**src/rtl/register_bank_reader.sv**
```systemverilog
// Byte register bank with two registered read ports (operand fetch) and a
// valid/ready debug dump sequencer that streams every register out in order.
module register_bank_reader #(
  parameter int ADDR_W   = 3,
  parameter bit ZERO_REG = 1'b0
) (
  input  logic              clock,
  input  logic              reset,
  input  logic              write_enable,
  input  logic [ADDR_W-1:0] write_addr,
  input  logic [7:0]        write_data,
  input  logic              rd_a_en,
  input  logic [ADDR_W-1:0] rd_a_addr,
  output logic [7:0]        rd_a_data,
  output logic              rd_a_valid,
  input  logic              rd_b_en,
  input  logic [ADDR_W-1:0] rd_b_addr,
  output logic [7:0]        rd_b_data,
  output logic              rd_b_valid,
  input  logic              dump_start,
  input  logic              dump_ready,
  output logic              dump_valid,
  output logic [ADDR_W-1:0] dump_addr,
  output logic [7:0]        dump_data,
  output logic              dump_busy,
  output logic              dump_done
);

  localparam int DEPTH = 2 ** ADDR_W;
  localparam logic [ADDR_W-1:0] LAST_ADDR = ADDR_W'(DEPTH - 1);

  typedef enum logic [1:0] {IDLE, SEND, DONE} dump_state_e;

  logic [7:0]        regs_q [DEPTH];
  logic              wr_eff;

  logic [7:0]        rd_a_data_q, rd_a_data_d;
  logic              rd_a_valid_q;
  logic [7:0]        rd_b_data_q, rd_b_data_d;
  logic              rd_b_valid_q;

  dump_state_e       state_q, state_d;
  logic [ADDR_W-1:0] ptr_q, ptr_d, ptr_inc;
  logic [7:0]        beat_q, beat_d;

  assign wr_eff = write_enable && !(ZERO_REG && (write_addr == '0));

  // Value a read at the coming edge must return: hard zero, same-edge write
  // bypass, or stored contents.
  function automatic logic [7:0] read_val(input logic [ADDR_W-1:0] addr);
    if (ZERO_REG && (addr == '0)) return 8'h00;
    if (wr_eff && (write_addr == addr)) return write_data;
    return regs_q[addr];
  endfunction

  // NOTE: this bank is a handful of flops, not an SRAM macro, so resetting the
  // whole array is cheap and gives a known readback after reset.
  always_ff @(posedge clock) begin
    if (reset) begin
      for (int i = 0; i < DEPTH; i++) regs_q[i] <= 8'h00;
    end else if (wr_eff) begin
      regs_q[write_addr] <= write_data;
    end
  end

  always_comb begin
    rd_a_data_d = rd_a_en ? read_val(rd_a_addr) : rd_a_data_q;
    rd_b_data_d = rd_b_en ? read_val(rd_b_addr) : rd_b_data_q;
  end

  // NOTE: non-blocking assignments keep every flop sampling pre-edge values,
  // independent of the order in which always_ff blocks are evaluated.
  always_ff @(posedge clock) begin
    if (reset) begin
      rd_a_data_q  <= 8'h00;
      rd_a_valid_q <= 1'b0;
      rd_b_data_q  <= 8'h00;
      rd_b_valid_q <= 1'b0;
    end else begin
      rd_a_data_q  <= rd_a_data_d;
      rd_a_valid_q <= rd_a_en;
      rd_b_data_q  <= rd_b_data_d;
      rd_b_valid_q <= rd_b_en;
    end
  end

  assign rd_a_data  = rd_a_data_q;
  assign rd_a_valid = rd_a_valid_q;
  assign rd_b_data  = rd_b_data_q;
  assign rd_b_valid = rd_b_valid_q;

  always_ff @(posedge clock) begin
    if (reset) begin
      state_q <= IDLE;
      ptr_q   <= '0;
      beat_q  <= 8'h00;
    end else begin
      state_q <= state_d;
      ptr_q   <= ptr_d;
      beat_q  <= beat_d;
    end
  end

  assign ptr_inc = ptr_q + ADDR_W'(1);

  // NOTE: every output of this block gets a default first so no path through
  // the case statement leaves one unassigned, which would infer a latch.
  always_comb begin
    state_d    = state_q;
    ptr_d      = ptr_q;
    beat_d     = beat_q;
    dump_valid = 1'b0;
    dump_busy  = 1'b0;
    dump_done  = 1'b0;
    unique case (state_q)
      IDLE: begin
        if (dump_start) begin
          state_d = SEND;
          ptr_d   = '0;
          beat_d  = read_val('0);
        end
      end
      SEND: begin
        dump_valid = 1'b1;
        dump_busy  = 1'b1;
        // Next beat is captured on the same edge as the transfer, so beats
        // stream back-to-back while the consumer keeps ready high.
        if (dump_ready) begin
          if (ptr_q == LAST_ADDR) begin
            state_d = DONE;
          end else begin
            ptr_d  = ptr_inc;
            beat_d = read_val(ptr_inc);
          end
        end
      end
      DONE: begin
        dump_busy = 1'b1;
        dump_done = 1'b1;
        state_d   = IDLE;
      end
      default: state_d = IDLE;
    endcase
  end

  assign dump_addr = ptr_q;
  assign dump_data = beat_q;

endmodule

```
**config.mk**
```make
export PLATFORM = sky130hd
export DESIGN_NAME = register_bank_reader
export DESIGN_NICKNAME = d
export VERILOG_FILES = /design/src/rtl/register_bank_reader.sv
export SDC_FILE = /design/constraint.sdc
export NUM_CORES = 1
export LEC_CHECK = 0
export ABC_AREA = 1
export CAP_MARGIN = 0
export CORE_AREA = 2 2 117 119
export DETAILED_ROUTE_END_ITERATION = 12
export DIE_AREA = 0 0 119 121
export MAX_ROUTING_LAYER = met4
export PLACE_DENSITY = 0.76
export SYNTH_ARGS = -nofsm -noshare
export SYNTH_HDL_FRONTEND = slang
export SYNTH_SLANG_ARGS = --single-unit
export TNS_END_PERCENT = 30
```
**constraint.sdc**
```tcl
create_clock -name clock -period 2.8 [get_ports clock]
set_input_delay 0.42 -clock clock [delete_from_list [all_inputs] [get_ports clock]]
set_output_delay 0.42 -clock clock [all_outputs]
set_load 0.02 [all_outputs]
```
Word level (Yosys, flattened, before mapping)
Memory sizes are Yosys's and may differ from the RTL's. A register that Yosys moved wholly into a read port is not among the register bits.
Cells that the tools add are included.
- add/sub/neg operators: 1
- equal/unequal tests: 8
- muxes and demuxes: 34
- reductions and logical operators: 9
- operators by type and width (kind ; number):
    8-bit two-way mux ; 8
    1-bit two-way mux ; 16
    8-bit one-hot mux with 2 select lines ; 1
    3-bit two-way mux ; 4
    2-bit inequality test (second input constant) ; 4
    8-bit OR reduction ; 1
    2-bit two-way mux ; 3
    3-bit one-hot mux with 2 select lines ; 1
    2-bit one-hot mux with 2 select lines ; 1
    4-bit AND reduction ; 1
    3-bit by 1-bit adder with 3-bit output (second input constant) ; 1
    3-bit equality test ; 1
    3-bit equality test (second input constant) ; 1
    3-bit logical NOT ; 1
    3-bit AND reduction ; 1
    2-bit by 1-bit equality test with 1-bit output (second input constant) ; 1
    2-bit equality test (second input constant) ; 1
    1-bit logical AND ; 2
    2-bit logical NOT ; 1
    2-bit nonzero test ; 1
    2-bit OR reduction ; 1
- register bits: 15
- memory bits (writable): 64
- input bits: 24
- output and inout port bits: 32
- word-level logic and storage cells: 58
- memories: 1
- memory list (name ; depth ; bits a word ; read ports ; clocked after memory_dff ; write ports ; RTL line ; text):
    regs_q ; 8 ; 8 ; 4 ; 2 ; 8 ; 34 ; logic [7:0] regs_q [DEPTH];

Longest topological paths before layout
Gate-level depths: netlist (run 1).
- word-level depth: 11
- mapped depth: 12
- mapped depth without buffers: 12

Least setup slack after synthesis (run 1)
No wires, ideal clock.
- path kind: reg-to-reg
- start point: reg ptr_q[0] (netlist: dump_addr[0])
- end point: reg beat_q[3] (netlist: dump_data[3])
- setup time: 0.066 ns
- arrival time: 1.785 ns
- required time: 2.734 ns
- path slack: 0.949 ns
- cell stages (with the launch flop): 11
- clock period less this slack: 1.851 ns
- path through: dfxtp_1 > ha_1 > ha_1 > buf_2 > nand2_1 > nand2_1 > nor2_4 > nand2_2 > nand3_1 > nand3_1 > a21oi_2
- cells in the longest elaborated chain, start to end: 11
- elaborated cells on any way between the ends: 15
- RTL lines (item ; RTL line ; text):
    from (decl) ; 43 ; logic [ADDR_W-1:0] ptr_q, ptr_d, ptr_inc;
    from (signal assigned) ; 99 ; ptr_q <= ptr_d;
    3-bit by 1-bit adder with 3-bit output ; 104 ; assign ptr_inc = ptr_q + ADDR_W'(1);
    3-bit equality test ; 52 ; if (wr_eff && (write_addr == addr)) return write_data;
    1-bit logical AND ; 52 ;
    1-bit two-way mux ; 52 ;
    1-bit two-way mux ; 129 ; if (ptr_q == LAST_ADDR) begin
    1-bit two-way mux ; 128 ; if (dump_ready) begin
    1-bit two-way mux ; 115 ; unique case (state_q)
    8-bit two-way mux ; 53 ; return regs_q[addr];
    8-bit two-way mux ; 129 ;
    8-bit two-way mux ; 128 ;
    8-bit one-hot mux with 2 select lines ; 115 ;
    to (signal assigned) ; 100 ; beat_q <= beat_d;
    to (decl) ; 44 ; logic [7:0] beat_q, beat_d;
Parallel ways exist; a longest one is shown, timed or not. The select of a mux whose other input is x is not followed.
A chain may end at the register's enable or synchronous reset.

Worst setup path in the final report (run 1)
- start point: reg ptr_q[1] (netlist: dump_addr[1])
- end point: reg beat_q[3] (netlist: dump_data[3])
Same word-level chain as after synthesis.

==> flow_summary_export.csv, run 1 <==
group,metric,value,unit
status,outcome,"finished clean",
floorplan,die_h,121,µm
clock_tree,clock_latency,0.36,ns
timing,fin_crit,2.26,ns
yosys,synth-seq-cells,95,
power,vdd_ir_drop_max,342,µV
timing,tightest_slew,0.626,ns
global_routing,grt_pass1_wl,29400,µm
clock_tree,cts_tree,"yes",
route,route.detailed.drc,0,
yosys,avgSynthCellArea,7.09,µm²
timing,final.setup.tns,0,ns
yosys,seq_area_frac_synth,0.436,
timing,finalSetupViolations,0,
placed_design,gp_congestion,0.992,
route,drtIter0Drc,1030,
timing,max_slew_margin,0.583,
placed_design,port_buffers,55,
critical_path,cp_slowest_cell,"ha_1",
timing,finalCritPeriodShare,0.807,
timing,timing.final.ws_setup,0.540,ns
global_routing,grtUsageTotal,0.280,
critical_path,crit_required,3.10,ns
finish,drive_gt1_frac,0.0759,
clock_tree,clockRootBuffer,"clkbuf_16",
critical_path,crit_buf_inv,1,
floorplan,rows,42,
placed_design,place_ws,0.366,ns
clock_tree,clk_path_buf_depth,2,
finish,synthToLayoutAreaGrowth,18.1,%
route,dr.pass1.iters,6,
yosys,synth_warnings,0,
critical_path,path_class,"flop to flop",
critical_path,cp_cell_sequence,"ha_1, inv_2, nand2_1, nand2_1, nor2_4, nand2_2, nand3_1, nand3_1, a21oi_2",
floorplan,initial_core_util,0.445,
global_routing,grt_max_degree,48,
critical_path,cpLargestDelayFamily,"simple AND/OR/NAND/NOR gates",
clock_tree,cts_max_level,3,
yosys,ys_types,32,
finish,layout.nets,895,
finish,nFillCells,1227,
yosys,synth_area,0.00583,mm²
clock_tree,clock-sinks,95,
power,leakage,2.95,nW
critical_path,max_stage_delay,0.51,ns
timing,final.setup_skew,0.00589,ns
clock_tree,cts_resized,0,
route,wl_per_cell,18.3,µm
clock_tree,cts_hold_buffers,0,
floorplan,die_w,119,µm
flow_run,drv_cap,0,
timing,drv_slew,0,
placed_design,hpwl,14000,µm
route,viasPerCell,5.75,
global_routing,antenna_found_initial,0,
route,wl,19200,µm
floorplan,die_area,0.0144,mm²
critical_path,end_kind,"flop",
critical_path,startpoint_type,"flop",
route,dr_total_vias,6012,
critical_path,path_max_fanout,17,
floorplan,core_area,0.0131,mm²
yosys,synth_cells,822,
finish,stdcell_count,1046,
yosys,synth_nets,852,
clock_tree,cts.clk_slew.worst_paths,0.07,ns
timing,max_freq,443,MHz
timing,finalHoldViolations,0,
finish,multiInputGateArea,0.00278,mm²
route,postRouteAntennaNets,0,
finish,regArea,0.00254,mm²
timing,rsz0062_at_grt,"no",
global_routing,grt-ovfl-total,0,
placed_design,dp.cells,1030,
floorplan,io_pins,56,
clock_tree,post_cts_buffers,0,
finish,antenna_cells,0,
critical_path,worstPathArrival,2.56,ns
clock_tree,numCtsBuffers,9,
power,power_density,694,mW/mm²
hold_path,hold_class,"flop to flop",
finish,fin_util,0.526,
global_routing,grt_pass1_vias,5256,
## path summary, 6_finish.rpt
kind,startpoint,to,slack [ns],depth (start not counted)
setup / recovery,dump_addr[1],dump_data[3],0.54,9
hold / removal,rd_a_data[7],rd_a_data[7],0.47,2
setup reg to reg,dump_addr[1],dump_data[3],0.54,9
hold reg to reg,rd_a_data[7],rd_a_data[7],0.47,2
## worst reg2reg max path: cells and delay by family (launching register included)
kind	cells	cell delay (ns)
adder cells (fa/ha/maj)	1	0.51
flip-flops	1	0.34
buffers and inverters	1	0.26
AO/OA/AOI/OAI	1	0.15
AND/OR/NAND/NOR	6	0.95
## layout make-up
type | instances | share of cell area
Clock inverter | 4 | 0.00491
Inverter | 77 | 0.0424
Multi-Input combinational cell | 603 | 0.404
Timing Repair Buffer | 79 | 0.106
Tap cell | 176 | 0.0320
Clock buffer | 12 | 0.0404
Sequential cell | 95 | 0.370
## layout by cell type (no fill, tap or decap), types with 10 or more instances in the layout
cell	Yosys	routed
edfxtp_1	64	64
o21ai_1	12	12
o211ai_1	10	10
o21ai_0	35	35
dfxtp_1	31	31
buf_4	1	24
nor2_1	81	81
nand2_1	220	220
clkbuf_16	0	10
inv_1	66	66
clkdlybuf4s50_1	0	55
nand3_1	178	178
a21oi_1	36	36
## logic make-up (layout without fill, tap and decap cells)
logic type,Yosys count,in the layout,synth area share
adders and majority gates,6,6,0.0129
and+or+nand+nor,492,492,0.365
buffers and inverters,124,172,0.0861
DFF,95,95,0.436
AOI/OAI and AO/OA,103,103,0.0969
xor gates and xnor gates,2,2,0.00301
## per-layer routing
| metal | track usage | up-vias | share of wire |
|---|---|---|---|
| li1 | - | 2812 | - |
| met1 | 0.364 | 2724 | 0.39 |
| met2 | 0.418 | 415 | 0.45 |
| met3 | 0.0667 | 61 | 0.11 |
| met4 | 0.126 | 0 | 0.043 |
| met5 | - | - | 0 |
## state kept, by name (all words and copies together), names as in the netlist
| register | flops |
|---|---|
| dump_data | 8 |
| rd_a_data | 8 |
| rd_b_data | 8 |
| regs_q | 64 |
| state_q | 2 |
| dump_addr | 3 |
| rd_b_valid | 1 |
| rd_a_valid | 1 |
## through the flow
| step | instance area [µm²] | hold slack, ns | power (mW) |
|---|---|---|---|
| floorplan | 5830 | 0.489 | 2.96 |
| global placement | 6570 | 0.457 | 3.49 |
| detailed placement | 6570 | 0.458 | 3.50 |
| CTS | 6880 | 0.469 | 4.75 |
| global route | 6880 | 0.491 | 5.02 |
| finish | 6880 | 0.469 | 4.77 |
## cells in the mapped netlist, drive strengths merged
library cell	number	area, µm²
nand3	180	911
xor2	2	17.5
a211oi	1	7.51
o211ai	10	75.1
o22ai	1	6.26
nand2	224	856
inv	76	288
edfxtp	64	1920
clkinv	1	3.75
ha	6	75.1
nor2	87	352
a31oi	4	25.0
buf	19	103
a21oi	39	206
clkbuf	28	108
dfxtp	31	621
o21ai	48	244
or2	1	6.26
## where the power goes
part | switching (mW) | internal [mW]
Sequential | 0.108 | 1.65
Clock | 0.549 | 0.713
Combinational | 1.14 | 0.611
Power figures use the tool's default switching activity.
==> inputs of run 2 (changes only) <==
==> constraint.sdc (replaced) <==
create_clock -name clock -period 2.15 [get_ports clock]
set_input_delay 0.3225 -clock clock [delete_from_list [all_inputs] [get_ports clock]]
set_output_delay 0.3225 -clock clock [all_outputs]
set_load 0.02 [all_outputs]
==> flow_summary_export.csv, run 2 (same netlist as run 1, synthesis figures left out) <==
group,metric,value,unit
status,outcome,"finished clean",
hold_path,min-delay-start,"dump_data[0]",
flow_run,drv_cap,0,
hold_path,hold_class,"flop to flop",
timing,finalSetupViolations,0,
timing,drv_slew,0,
clock_tree,cts_max_level,3,
floorplan,die_h,121,µm
clock_tree,clockRootBuffer,"clkbuf_16",
finish,layout_common_cells,"nand2_1 (220), nand3_1 (178), nor2_1 (81)",
hold_path,whs_path_depth,2,
finish,layout_commonest_cell,"nand2_1",
clock_tree,cts_resized,0,
placed_design,place_ws,-0.241,ns
critical_path,ff2ff_path_depth,9,
clock_tree,post_cts_buffers,0,
timing,fin_crit,2.12,ns
timing,tightest_slew,0.618,ns
route,wl_per_cell,18.1,µm
clock_tree,cts.clk_slew.worst_paths,0.07,ns
critical_path,cp_cell_sequence,"clkdlybuf4s50_1, inv_1, nor2_1, inv_1, nor2_1, buf_4, nand2_1, nand2_1",
finish,drive_gt1_frac,0.0976,
power,vdd_ir_drop_max,531,µV
finish,stdcell_count,1067,
timing,rsz0062_at_grt,"no",
critical_path,startpoint_type,"input port",
timing,final.setup_skew,0.00615,ns
hold_path,min_to,"dump_data[0]",
finish,antenna_cells,0,
finish,top_register,"regs_q",
route,drtIter0Drc,873,
clock_tree,clock-sinks,95,
route,viasPerCell,5.66,
global_routing,grt-ovfl-total,0,
clock_tree,clock_latency,0.35,ns
timing,max_slew_margin,0.588,
critical_path,worstReg2RegStart,"dump_addr[1]",
critical_path,cp_slowest_cell,"clkdlybuf4s50_1",
critical_path,reg2reg_slack,0.18,ns
placed_design,port_buffers,55,
route,postRouteAntennaNets,0,
route,wl_met1,7350,µm
finish,stdcell_area,0.00707,mm²
clock_tree,cts_tree,"yes",
floorplan,io_pins,56,
route,dr.pass1.iters,6,
critical_path,max_stage_delay,0.56,ns
timing,timing.hold.ws,0.465,ns
route,top_layer,"met4",
power,leakage,3.07,nW
critical_path,worstPathArrival,2.14,ns
critical_path,path_max_fanout,8,
placed_design,dp.cells,1051,
floorplan,die_w,119,µm
global_routing,grt_pass1_vias,5145,
critical_path,crit_buf_inv,4,
finish,largest_register_ffs,64,
finish,layout.nets,916,
route,wl_met2,8470,µm
power,total_power,6.46,mW
timing,max_freq,472,MHz
finish,synthToLayoutAreaGrowth,21.4,%
clock_tree,numCtsBuffers,9,
finish,fin_util,0.541,
route,wl,19300,µm
clock_tree,cts_hold_buffers,0,
global_routing,grtUsageTotal,0.272,
route,route.detailed.drc,0,
timing,timing.final.ws_setup,0.0298,ns
clock_tree,clk_path_buf_depth,2,
floorplan,die_area,0.0144,mm²
global_routing,antenna_found_initial,0,
critical_path,path_class,"input port to flop",
placed_design,gp_congestion,1.05,
critical_path,crit_required,2.17,ns
timing,final.setup.tns,0,ns
floorplan,core_area,0.0131,mm²
global_routing,grt_max_degree,41,
global_routing,grt_pass1_wl,28800,µm
placed_design,post_dp_cell_area,0.00672,mm²
placed_design,hpwl,14000,µm
power,power_density,913,mW/mm²
critical_path,timing.rr.end,"dump_data[3]",
route,dr_total_vias,6036,
floorplan,initial_core_util,0.445,
critical_path,cpLargestDelayFamily,"buffers and inverters",
timing,finalHoldViolations,0,
route,wl_met3,2390,µm
floorplan,rows,42,
timing,finalCritPeriodShare,0.986,
critical_path,end_kind,"flop",
[run 2: cell type report]
type	instances	area [µm²]
clock buffers	9	225
clock inverters	7	125
fillers	1195	6010
inverters	77	292
multi-input cells	603	2780
flip-flops and latches	95	2540
well taps	176	220
repair buffers	100	888
[run 2: worst max-delay path by stage]
stage | slack [ns] | startpoint | cells past startpoint | endpoint
after detailed placement | -0.24 | write_enable | 8 | regs_q[2][1]
after global routing | 0.01 | write_enable | 8 | regs_q[2][1]
final | 0.03 | write_enable | 8 | regs_q[6][5]
after CTS | 0.09 | dump_addr[0] | 2 | dump_addr[0]
after floorplan | 0.30 | dump_addr[0] | 10 | dump_data[3]
after global placement | -0.24 | write_enable | 8 | regs_q[2][4]
[run 2: worst register-to-register path, delay by kind of cell (launching register included)]
family | cells | cell delay, ns
and+or+nand+nor | 6 | 0.79
adders and majority gates | 1 | 0.46
DFF | 1 | 0.33
buffers and inverters | 1 | 0.18
AOI/OAI and AO/OA | 1 | 0.14
[run 2: per-layer routing]
| layer | vias up | GRT usage |
|---|---|---|
| met4 | 0 | 0.135 |
| met5 | - | - |
| li1 | 2853 | - |
| met3 | 81 | 0.0461 |
| met2 | 415 | 0.411 |
| met1 | 2687 | 0.355 |
[run 2: power by group]
group	internal, mW	switching [mW]	total (mW)
combinational	0.833	1.46	2.29
sequential	2.15	0.153	2.30
clock	1.15	0.715	1.87
==> inputs of run 3 (changes only) <==
==> config.mk (replaced) <==
export PLATFORM = sky130hd
export DESIGN_NAME = register_bank_reader
export DESIGN_NICKNAME = d
export VERILOG_FILES = /design/src/rtl/register_bank_reader.sv
export SDC_FILE = /design/constraint.sdc
export NUM_CORES = 1
export LEC_CHECK = 0
export CAP_MARGIN = 0
export CORE_AREA = 2 2 115 117
export DETAILED_ROUTE_END_ITERATION = 12
export DIE_AREA = 0 0 117 119
export MAX_ROUTING_LAYER = met4
export PLACE_DENSITY = 0.75
export RECOVER_POWER = 50
export SYNTH_ARGS = -nofsm -noshare
export SYNTH_HDL_FRONTEND = slang
export SYNTH_SLANG_ARGS = --single-unit
==> flow_summary_export.csv, run 3 <==
group,metric,value,unit
hold_path,hold_class,"flop to flop",
yosys,synthTopCellsByCount,"and2_1 (67), edfxtp_1 (64), mux4_2 (44), nor2_1 (34), dfxtp_1 (31)",
clock_tree,clock_latency,0.36,ns
yosys,synth_most_common_cell,"and2_1",
global_routing,grtUsageTotal,0.242,
timing,fin_crit,2.09,ns
critical_path,crit_required,1.83,ns
yosys,synth-seq-cells,95,
timing,max_freq,479,MHz
yosys,async_flop_share,0,
timing,drv_slew,0,
finish,nFillCells,1107,
clock_tree,numCtsBuffers,9,
finish,regArea,0.00254,mm²
floorplan,initial_core_util,0.432,
finish,drive_gt1_frac,0.234,
timing,finalCritPeriodShare,0.971,
placed_design,gp_congestion,1.01,
yosys,synth-compound-area-share,0.0791,
floorplan,rows,42,
critical_path,end_kind,"output pin",
clock_tree,cts_max_level,3,
global_routing,grt_pass1_vias,4232,
floorplan,io_pins,56,
hold_path,min-delay-start,"dump_addr[2]",
yosys,synth_nets,458,
route,wl,15500,µm
timing,finalSetupViolations,0,
yosys,ys_types,41,
hold_path,min_to,"dump_addr[2]",
flow_run,drv_cap,0,
yosys,synth_adder_area_share,0.0135,
critical_path,worstPathArrival,1.77,ns
yosys,synth_mux_area_frac,0.251,
route,postRouteAntennaNets,0,
placed_design,port_buffers,55,
yosys,synth-xor-area-share,0.0142,
critical_path,cpLargestDelayFamily,"buffers and inverters",
route,wl_per_cell,22.6,µm
critical_path,path_class,"flop to output pin",
yosys,synth_top_family_by_area,"multiplexers",
yosys,seq_area_frac_synth,0.457,
power,leakage,2.51,nW
yosys,yosys_most_used_dff,"edfxtp_1",
global_routing,grt_pass1_wl,23900,µm
clock_tree,clockRootBuffer,"clkbuf_16",
critical_path,cp_slowest_cell,"clkdlybuf4s50_1",
critical_path,cp_cell_sequence,"buf_4, clkdlybuf4s50_1",
timing,final.setup_skew,0.00795,ns
power,total_power,5.97,mW
finish,antenna_cells,0,
critical_path,reg2reg_slack,0.16,ns
finish,synthToLayoutAreaGrowth,23.5,%
clock_tree,cts.clk_slew.worst_paths,0.07,ns
global_routing,antenna_found_initial,0,
status,outcome,"finished clean",
timing,final.setup.tns,0,ns
route,drtIter0Drc,364,
yosys,synth_area_leader_cell,"edfxtp_1",
critical_path,timing.rr.end,"dump_data[5]",
finish,layout_commonest_cell,"edfxtp_1",
floorplan,die_area,0.0139,mm²
finish,multiInputGateArea,0.00283,mm²
finish,layout_common_cells,"edfxtp_1 (64), mux4_2 (44), and2_1 (35)",
timing,finalHoldViolations,0,
route,dr.pass1.iters,5,
yosys,synth_edf_count,64,
floorplan,core_area,0.0129,mm²
finish,layout.nets,537,
timing,rsz0062_at_grt,"no",
global_routing,grt_max_degree,21,
hold_path,whs_path_depth,2,
critical_path,startpoint_type,"flop",
critical_path,crit_buf_inv,2,
yosys,avgSynthCellArea,13.0,µm²
clock_tree,clock-sinks,95,
route,viasPerCell,6.00,
route,route.detailed.drc,0,
yosys,synth_cells,428,
yosys,yosys.area.top_type_share,0.345,
floorplan,die_w,117,µm
finish,largest_register_ffs,64,
timing,tightest_slew,0.620,ns
critical_path,worstReg2RegStart,"dump_addr[1]",
power,power_density,869,mW/mm²
route,dr_total_vias,4125,
floorplan,die_h,119,µm
finish,top_register,"regs_q",
yosys,synth_area,0.00557,mm²
yosys,synth_warnings,0,
finish,stdcell_area,0.00687,mm²
placed_design,hpwl,11800,µm
placed_design,post_dp_cell_area,0.00660,mm²
critical_path,ff2ff_path_depth,6,
critical_path,max_stage_delay,0.68,ns
clock_tree,cts_tree,"yes",
critical_path,path_max_fanout,20,
global_routing,grt-ovfl-total,0,
power,vdd_ir_drop_max,601,µV
clock_tree,clk_path_buf_depth,2,
timing,timing.hold.ws,0.474,ns
yosys,synthTopCellsByArea,"edfxtp_1 (35%), mux4_2 (18%), dfxtp_1 (11%)",
yosys,synth_simple_gate_area_share,0.149,
clock_tree,post_cts_buffers,0,
timing,max_slew_margin,0.585,
==> run 3: repair_timing <==
action                                  CTS  global route
endpoints found under the setup margin    9             8
hold buffers                              0             0
resized for setup                         2             3
==> run 3: worst max path at each step <==
stage | from | end | slack (ns) | cells past startpoint
3_3_place_gp | rd_b_addr[0] | rd_b_data[4] | -0.15 | 6
5_1_grt | dump_addr[0] | dump_addr[0] | 0.01 | 2
4_1_cts | dump_addr[1] | dump_data[0] | 0.03 | 6
2_1_floorplan | dump_addr[0] | dump_data[0] | 0.02 | 8
3_5_place_dp | rd_b_addr[0] | rd_b_data[4] | -0.20 | 6
6_report | dump_addr[0] | dump_addr[0] | 0.06 | 2
==> run 3: worst min-delay path, cell delays in order (launching register included) <==
cell     delay [ns]
dfxtp_1        0.32
nand2_1        0.06
a21oi_1        0.05
==> run 3: area by class of cell <==
cell class / count / area share
Multi-Input combinational cell: 296 / 0.412
Sequential cell: 95 / 0.370
Timing Repair Buffer: 99 / 0.140
Clock buffer: 9 / 0.0328
Tap cell: 176 / 0.0320
Clock inverter: 7 / 0.00983
Inverter: 6 / 0.00328
==> run 3: cells by family (layout without fill, tap and decap cells) <==
| kind of cell | Yosys count | count (layout) |
|---|---|---|
| adder cells (fa/ha/maj) | 6 | 6 |
| buffers and inverters | 37 | 121 |
| XOR/XNOR | 9 | 9 |
| AND/OR/NAND/NOR | 147 | 147 |
| AO/OA/AOI/OAI | 51 | 51 |
| flip-flops | 95 | 95 |
| multiplexers | 83 | 83 |
==> run 3: power breakdown <==
part,switching (mW),internal (mW),leakage [nW]
clock,0.769,0.808,0.139
combinational,1.07,0.987,1.50
sequential,0.173,2.16,0.870
total,2.02,3.96,2.51
==> run 3: metal layers <==
layer / track usage / part of all wire / up-vias
met5: - / 0 / -
li1: - / - / 1805
met2: 0.368 / 0.48 / 266
met3: 0.0509 / 0.088 / 42
met1: 0.313 / 0.39 / 2012
met4: 0.112 / 0.039 / 0
==> run 3: stage by stage <==
step           cells  setup slack (ns)  utilization
2_1_floorplan    428            0.0190            -
3_3_place_gp     672            -0.152        0.512
3_5_place_dp     672            -0.198        0.512
4_1_cts          688            0.0327        0.536
5_1_grt          688            0.0146        0.534
6_report         688            0.0623        0.534
